**config.mk**
```make
export PLATFORM = sky130hd
export DESIGN_NAME = beat_decode_gen_flat
export DESIGN_NICKNAME = d
export VERILOG_FILES = /design/src/rtl/beat_decode_gen_if.sv /design/src/rtl/beat_decode_gen.sv /design/src/flat_wrapper.sv
export SDC_FILE = /design/constraint.sdc
export NUM_CORES = 1
export LEC_CHECK = 0
export ABC_CLOCK_PERIOD_IN_PS = 1800
export CORE_MARGIN = 4
export CORE_UTILIZATION = 47
export CTS_CLUSTER_SIZE = 25
export DETAILED_ROUTE_END_ITERATION = 6
export PLACE_DENSITY = 0.87
export SLEW_MARGIN = 20
export SYNTH_ARGS = -nofsm -noshare
export SYNTH_HDL_FRONTEND = slang
export SYNTH_SLANG_ARGS = --single-unit
```
**constraint.sdc**
```tcl
create_clock -name clk -period 1.8 [get_ports clk]
set_input_delay 0.18 -clock clk [delete_from_list [all_inputs] [get_ports clk]]
set_output_delay 0.18 -clock clk [all_outputs]
set_load 0.005 [all_outputs]
```
**src/rtl/beat_decode_gen_if.sv**
```systemverilog
// Bus between the beat/decode stage and its environment: start/stop requests,
// IR opcode in; beats, instruction lines and status out. BEAT_SINGLE_STEP_EN adds step_mode/step.
interface beat_decode_gen_if #(
   parameter int OP_W  = 4,
   parameter int CNT_W = 16
);
   logic             run;
   logic             stop;
   logic [OP_W-1:0]  ir_op;
   logic [7:0]       t;
   logic             ld;
   logic             add;
   logic             sub;
   logic             and_op;
   logic             or_op;
   logic             shl;
   logic             xor_op;
   logic             halt;
   logic             illegal;
   logic             running;
   logic             halted;
   logic [CNT_W-1:0] instr_count;
`ifdef BEAT_SINGLE_STEP_EN
   logic             step_mode;
   logic             step;

   modport master (
      output run, stop, ir_op, step_mode, step,
      input  t, ld, add, sub, and_op, or_op, shl, xor_op, halt,
      input  illegal, running, halted, instr_count
   );
   modport slave (
      input  run, stop, ir_op, step_mode, step,
      output t, ld, add, sub, and_op, or_op, shl, xor_op, halt,
      output illegal, running, halted, instr_count
   );
`else
   modport master (
      output run, stop, ir_op,
      input  t, ld, add, sub, and_op, or_op, shl, xor_op, halt,
      input  illegal, running, halted, instr_count
   );
   modport slave (
      input  run, stop, ir_op,
      output t, ld, add, sub, and_op, or_op, shl, xor_op, halt,
      output illegal, running, halted, instr_count
   );
`endif
endinterface

```
**src/rtl/beat_decode_gen.sv**
```systemverilog
// Beat generator and opcode decode stage feeding the control unit.
// Optional single-step gating is enabled with macro BEAT_SINGLE_STEP_EN.
module beat_decode_gen #(
   parameter int OP_W  = 4,
   parameter int CNT_W = 16
) (
   input logic               clk,
   input logic               rst_n,
   beat_decode_gen_if.slave  bus
);

   typedef enum logic [1:0] {
      IDLE   = 2'd0,
      RUN    = 2'd1,
      HALTED = 2'd2
   } state_t;

   state_t           state;
   logic [7:0]       t;
   logic [7:0]       lines;
   logic             illegal;
   logic             running;
   logic             halted;
   logic             stop_pend;
   logic [CNT_W-1:0] cnt;
   logic [OP_W-1:0]  op;
   logic             adv;

   // lines bit order: 0 LD, 1 ADD, 2 SUB, 3 AND, 4 OR, 5 SHL, 6 XOR, 7 HALT
   function automatic logic [7:0] decode(input logic [OP_W-1:0] code);
      logic [7:0] d;
      d = 8'h00;
      case (code)
         OP_W'(1):  d = 8'h01;
         OP_W'(2):  d = 8'h02;
         OP_W'(3):  d = 8'h04;
         OP_W'(4):  d = 8'h08;
         OP_W'(5):  d = 8'h10;
         OP_W'(6):  d = 8'h20;
         OP_W'(7):  d = 8'h40;
         OP_W'(15): d = 8'h80;
         default:   d = 8'h00;
      endcase
      return d;
   endfunction

   assign op = bus.ir_op;

`ifdef BEAT_SINGLE_STEP_EN
   assign adv = !bus.step_mode || bus.step;
`else
   assign adv = 1'b1;
`endif

   always_ff @(posedge clk) begin
      if (!rst_n) begin
         state     <= IDLE;
         t         <= 8'h00;
         lines     <= 8'h00;
         illegal   <= 1'b0;
         running   <= 1'b0;
         halted    <= 1'b0;
         stop_pend <= 1'b0;
         cnt       <= '0;
      end else begin
         case (state)
            IDLE, HALTED: begin
               if (bus.run && !bus.stop) begin
                  state     <= RUN;
                  t         <= 8'h01;
                  running   <= 1'b1;
                  halted    <= 1'b0;
                  stop_pend <= 1'b0;
               end
            end
            RUN: begin
               if (adv) begin
                  t <= {t[6:0], t[7]};
                  if (bus.stop) stop_pend <= 1'b1;
                  if (t[2]) begin
                     lines <= decode(op);
                     if (decode(op) == 8'h00) illegal <= 1'b1;
                  end
                  // HALT retires at the end of T3 and drops any pending stop
                  if (t[3] && lines[7]) begin
                     state     <= HALTED;
                     t         <= 8'h00;
                     lines     <= 8'h00;
                     running   <= 1'b0;
                     halted    <= 1'b1;
                     stop_pend <= 1'b0;
                     cnt       <= cnt + CNT_W'(1);
                  end else if (t[7]) begin
                     lines <= 8'h00;
                     cnt   <= cnt + CNT_W'(1);
                     if (stop_pend || bus.stop) begin
                        state     <= IDLE;
                        t         <= 8'h00;
                        running   <= 1'b0;
                        stop_pend <= 1'b0;
                     end
                  end
               end
            end
            default: state <= IDLE;
         endcase
      end
   end

   assign bus.t           = t;
   assign bus.ld          = lines[0];
   assign bus.add         = lines[1];
   assign bus.sub         = lines[2];
   assign bus.and_op      = lines[3];
   assign bus.or_op       = lines[4];
   assign bus.shl         = lines[5];
   assign bus.xor_op      = lines[6];
   assign bus.halt        = lines[7];
   assign bus.illegal     = illegal;
   assign bus.running     = running;
   assign bus.halted      = halted;
   assign bus.instr_count = cnt;

endmodule

```
**src/flat_wrapper.sv**
```systemverilog
// flat-port wrapper written by rule: the top's interface ports become plain ports
module beat_decode_gen_flat 
#(
   parameter int OP_W  = 4,
   parameter int CNT_W = 16
)
  (clk, rst_n, bus_run, bus_stop, bus_ir_op, bus_t, bus_ld, bus_add, bus_sub, bus_and_op, bus_or_op, bus_shl, bus_xor_op, bus_halt, bus_illegal, bus_running, bus_halted, bus_instr_count);
  beat_decode_gen_if #(.OP_W(OP_W), .CNT_W(CNT_W)) bus_i ();
  input logic clk;
  input logic rst_n;
  input wire logic [$bits(bus_i.run)-1:0] bus_run;
  input wire logic [$bits(bus_i.stop)-1:0] bus_stop;
  input wire logic [$bits(bus_i.ir_op)-1:0] bus_ir_op;
  output wire logic [$bits(bus_i.t)-1:0] bus_t;
  output wire logic [$bits(bus_i.ld)-1:0] bus_ld;
  output wire logic [$bits(bus_i.add)-1:0] bus_add;
  output wire logic [$bits(bus_i.sub)-1:0] bus_sub;
  output wire logic [$bits(bus_i.and_op)-1:0] bus_and_op;
  output wire logic [$bits(bus_i.or_op)-1:0] bus_or_op;
  output wire logic [$bits(bus_i.shl)-1:0] bus_shl;
  output wire logic [$bits(bus_i.xor_op)-1:0] bus_xor_op;
  output wire logic [$bits(bus_i.halt)-1:0] bus_halt;
  output wire logic [$bits(bus_i.illegal)-1:0] bus_illegal;
  output wire logic [$bits(bus_i.running)-1:0] bus_running;
  output wire logic [$bits(bus_i.halted)-1:0] bus_halted;
  output wire logic [$bits(bus_i.instr_count)-1:0] bus_instr_count;
  assign bus_i.run = bus_run;
  assign bus_i.stop = bus_stop;
  assign bus_i.ir_op = bus_ir_op;
  assign bus_t = bus_i.t;
  assign bus_ld = bus_i.ld;
  assign bus_add = bus_i.add;
  assign bus_sub = bus_i.sub;
  assign bus_and_op = bus_i.and_op;
  assign bus_or_op = bus_i.or_op;
  assign bus_shl = bus_i.shl;
  assign bus_xor_op = bus_i.xor_op;
  assign bus_halt = bus_i.halt;
  assign bus_illegal = bus_i.illegal;
  assign bus_running = bus_i.running;
  assign bus_halted = bus_i.halted;
  assign bus_instr_count = bus_i.instr_count;
  beat_decode_gen #(.OP_W(OP_W), .CNT_W(CNT_W)) u_core (.clk(clk), .rst_n(rst_n), .bus(bus_i));
endmodule
```
==> results_dict.tcl <==
set metrics [dict create \
    status "finished clean" \
    wl_um 3680 \
    drt_pre_antenna_iters 4 \
    min_period_ns 1.65 \
    vdd_ir_drop_max_mv 0.550 \
    final_nets 248 \
    cts_resized 0 \
    grt_overflow_total 0 \
    synth.avg_cell_area_um2 8.66 \
    synthesis.nets 193 \
    hold_buffers 0 \
    drive_gt1_frac 0.0958 \
    power_density_mw_per_mm2 754 \
    drv_cap 0 \
    root_buffer "clkbuf_4" \
    grt_pass1_wl_um 6460 \
    insertion_delay_ns 0.33 \
    place_hpwl_um 2790 \
    worstPathArrival_ns 1.93 \
    synth-seq-cells 38 \
    hold_class "register to register" \
    via_per_inst 5.43 \
    ys_seq_area_frac 0.478 \
    max_freq_mhz 604 \
    grtUsageTotal 0.189 \
    clock-sinks 38 \
    cp_max_fo 8 \
    ant_nets 0 \
    cts_tree "done" \
    hold_ws_ns 0.476 \
    first_iter_violations 78 \
    antenna_found_initial 0 \
    core_area_mm2 0.00315 \
    die_w_um 66.2 \
    syn_area_mm2 0.00159 \
    grt_pass1_vias 1509 \
    post_drt_wl_per_cell_um 13.0 \
    portBuffers 42 \
    layout_setup_ws_ns 0.145 \
    startpoint_type "register" \
    htree_levels 2 \
    leakagePower_nw 0.830 \
    yosysWarnings 0 \
    num_rows 20 \
    vias 1541 \
    tns_ns 0 \
    hold_viol 0 \
    cts.clk_slew.worst_paths_ns 0.11 \
    slew_headroom 0.680 \
    cts_inserted_buffers 5 \
    clock_path_buffers 2 \
    grt_max_degree 16 \
    critical_path.endpoint_type "register" \
    setup_violations 0 \
    io_pins 43 \
    total_power_w 0.00169 \
    post_cts_buffers 0 \
    skew_ns 0.00645 \
    fin_crit_sh 0.919 \
    drc 0 \
    start_util 0.505 \
    gp_congestion 0.820 \
    synthCells 184 \
    diodes 0 \
    dpl_worst_slack_ns 0.124 \
    die_height_um 66.2 \
    cp_data_required_time_ns 2.07 \
    worst_slew_pin_slew_ns 0.480 \
    path_class "register to register" \
    maxSlewViolCount 0 \
    synthDistinctLibCells 35 \
    area_growth_pct 40.8 \
    dieArea_mm2 0.00438 \
    rsz0062_at_grt "false" \
]
per-layer routing:
layer / track usage / vias up / part of all wire / routed length [um]
li1: - / 772 / - / -
met3: 0.0493 / 2 / 0.050 / 183
met5: 0 / - / 0 / 0
met2: 0.312 / 42 / 0.48 / 1760
met1: 0.237 / 725 / 0.47 / 1710
met4: 0.0609 / 0 / 0.0068 / 25
through the flow:
stage / util / cells / instance area [um^2]
floorplan: - / 184 / 1590
global route: 0.711 / 284 / 2240
global placement: 0.676 / 276 / 2130
CTS: 0.711 / 284 / 2240
finish: 0.711 / 284 / 2240
detailed placement: 0.676 / 276 / 2130
kinds of logic after synthesis:
logic type                 synth area share
AOI/OAI and AO/OA                     0.148
xor gates and xnor gates             0.0440
adders and majority gates           0.00785
buffers and inverters                0.0361
DFF                                   0.478
muxes                                0.0251
and+or+nand+nor                       0.261
where the power goes:
part           switching, W  internal (W)  total [W]
Sequential       0.00000554      0.000847   0.000853
Combinational     0.0000538     0.0000437  0.0000975
Clock              0.000270      0.000471   0.000741
Total              0.000329       0.00136    0.00169
final cells by class:
| type | count | area, um^2 |
|---|---|---|
| fill | 259 | 911 |
| multi-input combinational | 133 | 774 |
| sequential | 38 | 761 |
| timing repair buffer | 55 | 518 |
| clock inverter | 2 | 60.1 |
| tap | 44 | 55.1 |
| clock buffer | 6 | 51.3 |
| inverter | 6 | 22.5 |
critical path, stage by stage, from the launching register on:
cell and delay (ns):
dfxtp_1 0.42, nand2b_1 0.16, or3_1 0.50, or3_1 0.38, a21oi_1 0.15
synth_stat cells, drive strengths merged:
library cell  count  area, um^2
o32ai             1        8.76
nand3b            1        7.51
nor3b             1        7.51
ha                1        12.5
nor4b             2        17.5
nor4              3        18.8
and4b             1        11.3
nor3              4        20.0
clkbuf            5        18.8
xnor2             3        26.3
o21a              1        7.51
nand4             5        31.3
dfxtp            38         761
nand3             7        35.0
a211oi            1        7.51
a31oi             1        6.26
a21o              1        7.51
and3              4        25.0
mux2i             4        40.0
nand2b            4        25.0
a21oi            11        55.1
o22ai             4        25.0
a22oi             7        52.6
o221a             1        11.3
or3               7        43.8
nor2             25        93.8
o21ai            11        55.1
nand2            13        48.8
buf               2        16.3
and4              2        17.5
inv               6        22.5
and2              1        6.26
nor2b             1        6.26
xor2              5        43.8
worst paths after layout:
path | cells after the start | from | slack [ns] | to
max reg2reg | 4 | u_core.state[0] | 0.15 | u_core.bus.instr_count[15]
min | 1 | u_core.bus.illegal | 0.48 | u_core.bus.illegal
max | 4 | u_core.state[0] | 0.15 | u_core.bus.instr_count[15]
min reg2reg | 1 | u_core.bus.illegal | 0.48 | u_core.bus.illegal
state kept, by name (all words and copies together) (netlist names):
register                cells
u_core.bus.t                8
u_core.stop_pend            1
u_core.bus.halted           1
u_core.state                2
u_core.bus.illegal          1
u_core.bus.instr_count     16
u_core.bus.running          1
u_core.lines                8
layout by cell type, fill, tap and decap left out:
cell type	synthesis	routed
and2_1	1	1
o21ai_0	11	11
o22ai_1	4	4
nor3b_1	1	1
xor2_1	5	5
a21oi_1	11	11
and3_1	4	4
a211oi_1	1	1
dfxtp_1	38	38
mux2i_1	4	4
or3_1	7	7
clkbuf_8	0	1
inv_1	6	6
ha_1	1	1
o21a_1	1	1
buf_4	0	13
nor2_1	25	25
nand2b_1	4	4
a22oi_1	7	7
nand3_1	7	7
o32ai_1	1	1
xnor2_1	3	3
nand3b_1	1	1
clkdlybuf4s50_1	0	42
and4_1	2	2
nor2b_1	1	1
and4b_2	1	1
nor4b_1	2	2
a31oi_1	1	1
clkbuf_4	0	5
nand4_1	5	5
a21o_1	1	1
nor4_1	3	3
nor3_1	4	4
bufinv_16	0	2
nand2_1	13	13
o221a_2	1	1
(Power assumes the default switching activity.)
